`config.mk`:
```
export PLATFORM = sky130hd
export DESIGN_NAME = uart_cmd_resp
export DESIGN_NICKNAME = d
export VERILOG_FILES = /design/src/rtl/uart_cmd_resp.sv
export SDC_FILE = /design/constraint.sdc
export NUM_CORES = 1
export LEC_CHECK = 0
export BUFFER_PORTS_ARGS = -buffer_cell sky130_fd_sc_hd__buf_2
export CAP_MARGIN = 20
export CORE_ASPECT_RATIO = 2
export CORE_MARGIN = 2
export CORE_UTILIZATION = 45
export DETAILED_ROUTE_END_ITERATION = 16
export GPL_TIMING_DRIVEN = 0
export PLACE_DENSITY = 0.73
export SLEW_MARGIN = 10
export SYNTH_ARGS = -nofsm -noshare
export SYNTH_HDL_FRONTEND = slang
export SYNTH_SLANG_ARGS = --single-unit
```
`constraint.sdc`:
```
create_clock -name clk -period 2 [get_ports clk]
set_clock_uncertainty 0.1 [all_clocks]
set_input_delay 0.4 -clock clk [delete_from_list [all_inputs] [get_ports clk]]
set_output_delay 0.4 -clock clk [all_outputs]
set_load 0.1 [all_outputs]
```
`src/rtl/uart_cmd_resp.sv`:
```
// uart_cmd_resp: assembles 3-byte UART commands and returns one response byte per command.
// Define UART_CMD_TIMEOUT_EN to drop partial commands after TIMEOUT_CLKS idle clocks between bytes.
module uart_cmd_resp #(
  parameter logic [19:0] TIMEOUT_CLKS = 20'd1000000,
  parameter logic [7:0]  NAK_BYTE     = 8'hEE
) (
  input  logic        clk,
  input  logic        rst_n,
  input  logic [7:0]  rx_data,
  input  logic        rdy,
  output logic        clr_rdy,
  output logic [7:0]  tx_data,
  output logic        trmt,
  input  logic        tx_done,
  output logic [23:0] cmd,
  output logic        cmd_rdy,
  input  logic [7:0]  resp_data,
  input  logic        send_resp,
  output logic        resp_sent,
  output logic        cmd_timeout
);
  typedef enum logic [2:0] {IDLE, BYTE2, BYTE3, CMD_VALID, XMIT} state_t;
  state_t state, state_nxt;
  logic rcv, take, op_ok, tx_rise, tmo, tx_done_q;
  assign rcv = state == IDLE || state == BYTE2 || state == BYTE3;
  // clr_rdy high means the UART has not yet dropped rdy for the byte just taken
  assign take = rcv && rdy && !clr_rdy;
  assign op_ok = cmd[23:16] >= 8'h01 && cmd[23:16] <= 8'h09;
  assign tx_rise = tx_done && !tx_done_q;
`ifdef UART_CMD_TIMEOUT_EN
  logic [19:0] cnt;
  logic        in_wait;
  assign in_wait = state == BYTE2 || state == BYTE3;
  assign tmo = in_wait && !rdy && cnt == TIMEOUT_CLKS - 20'd1;
  always_ff @(posedge clk)
    if (!rst_n) begin
      cnt <= '0;
      cmd_timeout <= 1'b0;
    end else begin
      cnt <= (!in_wait || take || tmo) ? '0 : !rdy ? cnt + 20'd1 : cnt;
      cmd_timeout <= tmo;
    end
`else
  assign tmo = 1'b0;
  assign cmd_timeout = 1'b0;
`endif
  always_comb begin
    state_nxt = state;
    case (state)
      IDLE:      state_nxt = take ? BYTE2 : IDLE;
      BYTE2:     state_nxt = tmo ? IDLE : take ? BYTE3 : BYTE2;
      BYTE3:     state_nxt = tmo ? IDLE : take ? (op_ok ? CMD_VALID : XMIT) : BYTE3;
      CMD_VALID: state_nxt = send_resp ? XMIT : CMD_VALID;
      XMIT:      state_nxt = tx_rise ? IDLE : XMIT;
      default:   state_nxt = IDLE;
    endcase
  end
  always_ff @(posedge clk)
    if (!rst_n) state <= IDLE;
    else state <= state_nxt;
  always_ff @(posedge clk)
    if (!rst_n) begin
      cmd <= '0;
      tx_data <= '0;
      cmd_rdy <= 1'b0;
      clr_rdy <= 1'b0;
      trmt <= 1'b0;
      resp_sent <= 1'b0;
      tx_done_q <= 1'b0;
    end else begin
      tx_done_q <= tx_done;
      clr_rdy <= take;
      if (take && state == IDLE) cmd[23:16] <= rx_data;
      if (take && state == BYTE2) cmd[15:8] <= rx_data;
      if (take && state == BYTE3) cmd[7:0] <= rx_data;
      cmd_rdy <= state_nxt == CMD_VALID;
      trmt <= state != XMIT && state_nxt == XMIT;
      if (state != XMIT && state_nxt == XMIT) tx_data <= state == CMD_VALID ? resp_data : NAK_BYTE;
      resp_sent <= state == XMIT && state_nxt == IDLE;
    end
endmodule
```
==> run_summary.xml <==
<?xml version="1.0" encoding="UTF-8"?>
<metrics>
  <group name="run_status">
    <metric name="outcome" unit="">completed</metric>
  </group>
  <group name="run">
    <metric name="cap_violations" unit="">0</metric>
  </group>
  <group name="cells_and_area">
    <metric name="finalNetCount" unit="">253</metric>
    <metric name="number_of_antenna_diodes" unit="">0</metric>
    <metric name="mostFrequentLayoutCell" unit="">buf_2</metric>
    <metric name="fillerInstances" unit="">361</metric>
    <metric name="layout_common_cells" unit="">buf_2 (58), dfxtp_1 (35), mux2i_1 (24), nand2_1 (21), nor2b_1 (18)</metric>
    <metric name="areaGrowthSynthToFinish" unit="%">26.0</metric>
    <metric name="final_layout_size_suffix_gt1_share" unit="%">33.9</metric>
  </group>
  <group name="worst_setup_path">
    <metric name="criticalPathCategory" unit="">flop to flop</metric>
    <metric name="reg2reg_depth" unit="">5</metric>
    <metric name="rr_endpoint" unit="">cmd[17]</metric>
    <metric name="critical_path_peak_fanout" unit="">10</metric>
    <metric name="worst-r2r-setup-slack" unit="ns">0.13</metric>
    <metric name="critical_path_required" unit="ns">2.07</metric>
    <metric name="worst_setup_path_end_kind" unit="">flop</metric>
    <metric name="arrival" unit="ns">1.94</metric>
    <metric name="worst_r2r_startpoint" unit="">state[0]</metric>
    <metric name="worstSetupStartpointType" unit="">flop</metric>
  </group>
  <group name="global_route">
    <metric name="grt_first_pass_wirelength" unit="µm">6070</metric>
    <metric name="grt_remaining_overflow" unit="">0</metric>
    <metric name="grt_start_max_net_pins" unit="">12</metric>
    <metric name="grt_pass1_vias" unit="">1347</metric>
    <metric name="number_of_antenna_violations_at_the_first_check_in_global_routing" unit="">0</metric>
    <metric name="grt_usage" unit="%">19.5</metric>
  </group>
  <group name="floorplan">
    <metric name="floorplan.die.width" unit="µm">47.1</metric>
    <metric name="effective_utilization_at_floorplan" unit="%">46.7</metric>
    <metric name="fp.dieArea" unit="mm²">0.00424</metric>
    <metric name="floorplan.core_area" unit="mm²">0.00357</metric>
    <metric name="floorplan.die.height" unit="µm">90.1</metric>
    <metric name="floorplan.io_pins" unit="">58</metric>
    <metric name="fp-row-count" unit="">31</metric>
  </group>
  <group name="sta">
    <metric name="fin_crit_sh" unit="%">93.4</metric>
    <metric name="worst_slew_margin_rel" unit="%">48.8</metric>
    <metric name="setup_viol_count_final" unit="">0</metric>
    <metric name="max_freq" unit="MHz">535</metric>
    <metric name="final-max-slew-violation-count" unit="">0</metric>
    <metric name="worst-slew-pin-transition" unit="ns">0.766</metric>
    <metric name="timing.setup.tns" unit="ns">0</metric>
    <metric name="rsz0062_at_grt" unit="">no</metric>
    <metric name="finalCriticalPeriod" unit="ns">1.87</metric>
    <metric name="final-hold-violation-count" unit="">0</metric>
    <metric name="final.hold.worst_slack" unit="ns">0.252</metric>
  </group>
  <group name="detailed_routing">
    <metric name="detailedRoute.firstIterationViolations" unit="">25</metric>
    <metric name="route.vias.total" unit="">1402</metric>
    <metric name="drt-pass1-iter-count" unit="">4</metric>
    <metric name="drt.antenna.violating_nets" unit="">0</metric>
    <metric name="wire_per_inst" unit="µm">13.2</metric>
    <metric name="avgViaCountPerCell" unit="">4.97</metric>
    <metric name="post-route-drc-count" unit="">0</metric>
    <metric name="routed_wl" unit="µm">3730</metric>
  </group>
  <group name="synth">
    <metric name="synth_largest_type_area_fraction" unit="%">48.0</metric>
    <metric name="ys_seq_area_share" unit="%">48.0</metric>
    <metric name="netlist_top_cells_area" unit="">dfxtp_1 (48%), mux2i_1 (14%), nor2b_1 (6.8%)</metric>
    <metric name="total_of_flip_flops_plus_latches_after_synthesis" unit="">40</metric>
    <metric name="yosysTopAreaCell" unit="">dfxtp_1</metric>
    <metric name="yosys.cell_types.count" unit="">34</metric>
    <metric name="synth-warning-count" unit="">0</metric>
    <metric name="syn_avg_cell_area" unit="µm²">9.81</metric>
    <metric name="netlist_area" unit="mm²">0.00167</metric>
    <metric name="postSynthNetCount" unit="">191</metric>
    <metric name="post_synth_inst_count" unit="">170</metric>
  </group>
  <group name="clock_network">
    <metric name="post_cts.repair.setup_buffers" unit="">0</metric>
    <metric name="cts.clk_slew.worst_paths" unit="ns">0.07</metric>
    <metric name="cts_root_buf" unit="">clkbuf_8</metric>
    <metric name="clock_latency" unit="ns">0.28</metric>
    <metric name="ctsHtreeMaxLevel" unit="">2</metric>
    <metric name="clock_path_buffers" unit="">2</metric>
    <metric name="cts_tree" unit="">done</metric>
    <metric name="post_cts_hold_buffer_count" unit="">0</metric>
    <metric name="cts_resized" unit="">0</metric>
    <metric name="numCtsBuffers" unit="">5</metric>
    <metric name="clock_sink_count" unit="">40</metric>
  </group>
  <group name="hold_path">
    <metric name="hold_path_class" unit="">input port to flop</metric>
    <metric name="min_from" unit="">tx_done</metric>
    <metric name="hold_path_end" unit="">tx_done_q</metric>
    <metric name="hold_depth" unit="">2</metric>
  </group>
  <group name="pwr">
    <metric name="p_leak" unit="nW">1.03</metric>
    <metric name="power.density_cell_area" unit="mW/mm²">849</metric>
    <metric name="vdd.ir_drop.worst" unit="V">0.000644</metric>
  </group>
  <group name="placed_design">
    <metric name="hpwlAfterDp" unit="µm">2810</metric>
    <metric name="globalplace.congestion" unit="">0.776</metric>
    <metric name="port_buffers" unit="">55</metric>
  </group>
</metrics>
metal layers:
| metal | wire length (µm) | vias to the layer above | track usage (%) | part of all wire (%) |
|---|---|---|---|---|
| li1 | - | 700 | - | - |
| met1 | 1430 | 657 | 22.4 | 38 |
| met2 | 2070 | 34 | 31.4 | 55 |
| met3 | 130 | 11 | 5.02 | 3.5 |
| met4 | 98 | 0 | 9.95 | 2.6 |
| met5 | 0 | - | 0 | 0 |
synthesized netlist by cell type, drive strengths merged:
master   n
nor2b   18
or4      1
and2     2
a21o     1
or4b     1
conb     1
mux2i   24
buf      6
a31oi    1
a21oi    1
nand3b   2
nor3b    2
o21ba    1
and3     2
nor2     2
nand2   21
a21boi   8
nand2b   2
or2      1
o221a    1
nor4     1
dfxtp   40
clkbuf   6
o32ai    1
inv      2
nand3   11
o311ai   1
and3b    1
o21ai    9
registers in the layout (all words and copies together) (netlist names):
| register | flops |
|---|---|
| tx_done_q | 1 |
| state | 3 |
| resp_sent | 1 |
| cmd_rdy | 1 |
| trmt | 1 |
| cmd | 24 |
| tx_data | 8 |
| clr_rdy | 1 |
how the worst max path moves through the flow:
stage	start	endpoint	slack, ns	cells after the start
3_5_place_dp	state[0]	cmd[17]	0.14	5
5_1_grt	state[0]	cmd[17]	0.02	5
4_1_cts	state[0]	cmd[17]	0.14	5
2_1_floorplan	cmd[23]	tx_data[0]	0.04	5
6_report	state[0]	cmd[17]	0.13	5
3_3_place_gp	state[0]	cmd[17]	0.17	5
through the flow:
stage / setup WS (ns) / power [mW] / utilization [%] / area [µm²] / std cells
finish: 0.132 / 1.78 / 58.9 / 2100 / 282
global route: 0.0221 / 1.86 / 58.9 / 2100 / 282
CTS: 0.135 / 1.80 / 58.9 / 2100 / 282
detailed placement: 0.140 / 1.27 / 56.3 / 2010 / 274
global placement: 0.169 / 1.27 / 56.3 / 2010 / 274
floorplan: 0.0409 / 1.19 / - / 1670 / 170
power breakdown:
group / switching, mW / total [mW] / internal, mW
combinational: 0.299 / 0.401 / 0.102
sequential: 0.0196 / 0.848 / 0.828
clock: 0.255 / 0.536 / 0.281
total: 0.573 / 1.78 / 1.21
worst max-delay path: stages (launching register included):
cell and delay (ns):
dfxtp_1 0.31, buf_2 0.17, nor2_1 0.60, nand2_1 0.36, nand2_1 0.15, a21boi_1 0.07
logic make-up (layout without fill, tap and decap cells):
family / after synthesis / after routing / share of synthesized area, %
AND/OR/NAND/NOR: 67 / 67 / 22.4
multiplexers: 24 / 24 / 14.4
AO/OA/AOI/OAI: 24 / 24 / 10.4
buffers and inverters: 14 / 77 / 4.50
other: 1 / 1 / 0.225
flip-flops: 40 / 40 / 48.0
cell type report:
type	count	area [µm²]	share of cell area [%]
plain buffers	12	67.6	3.22
clock buffers	8	90.1	4.29
inverters	2	7.51	0.357
multi-input cells	116	792	37.7
flip-flops and latches	40	807	38.4
well taps	49	61.3	2.92
repair buffers	55	275	13.1
Power figures use the tool's default switching activity.
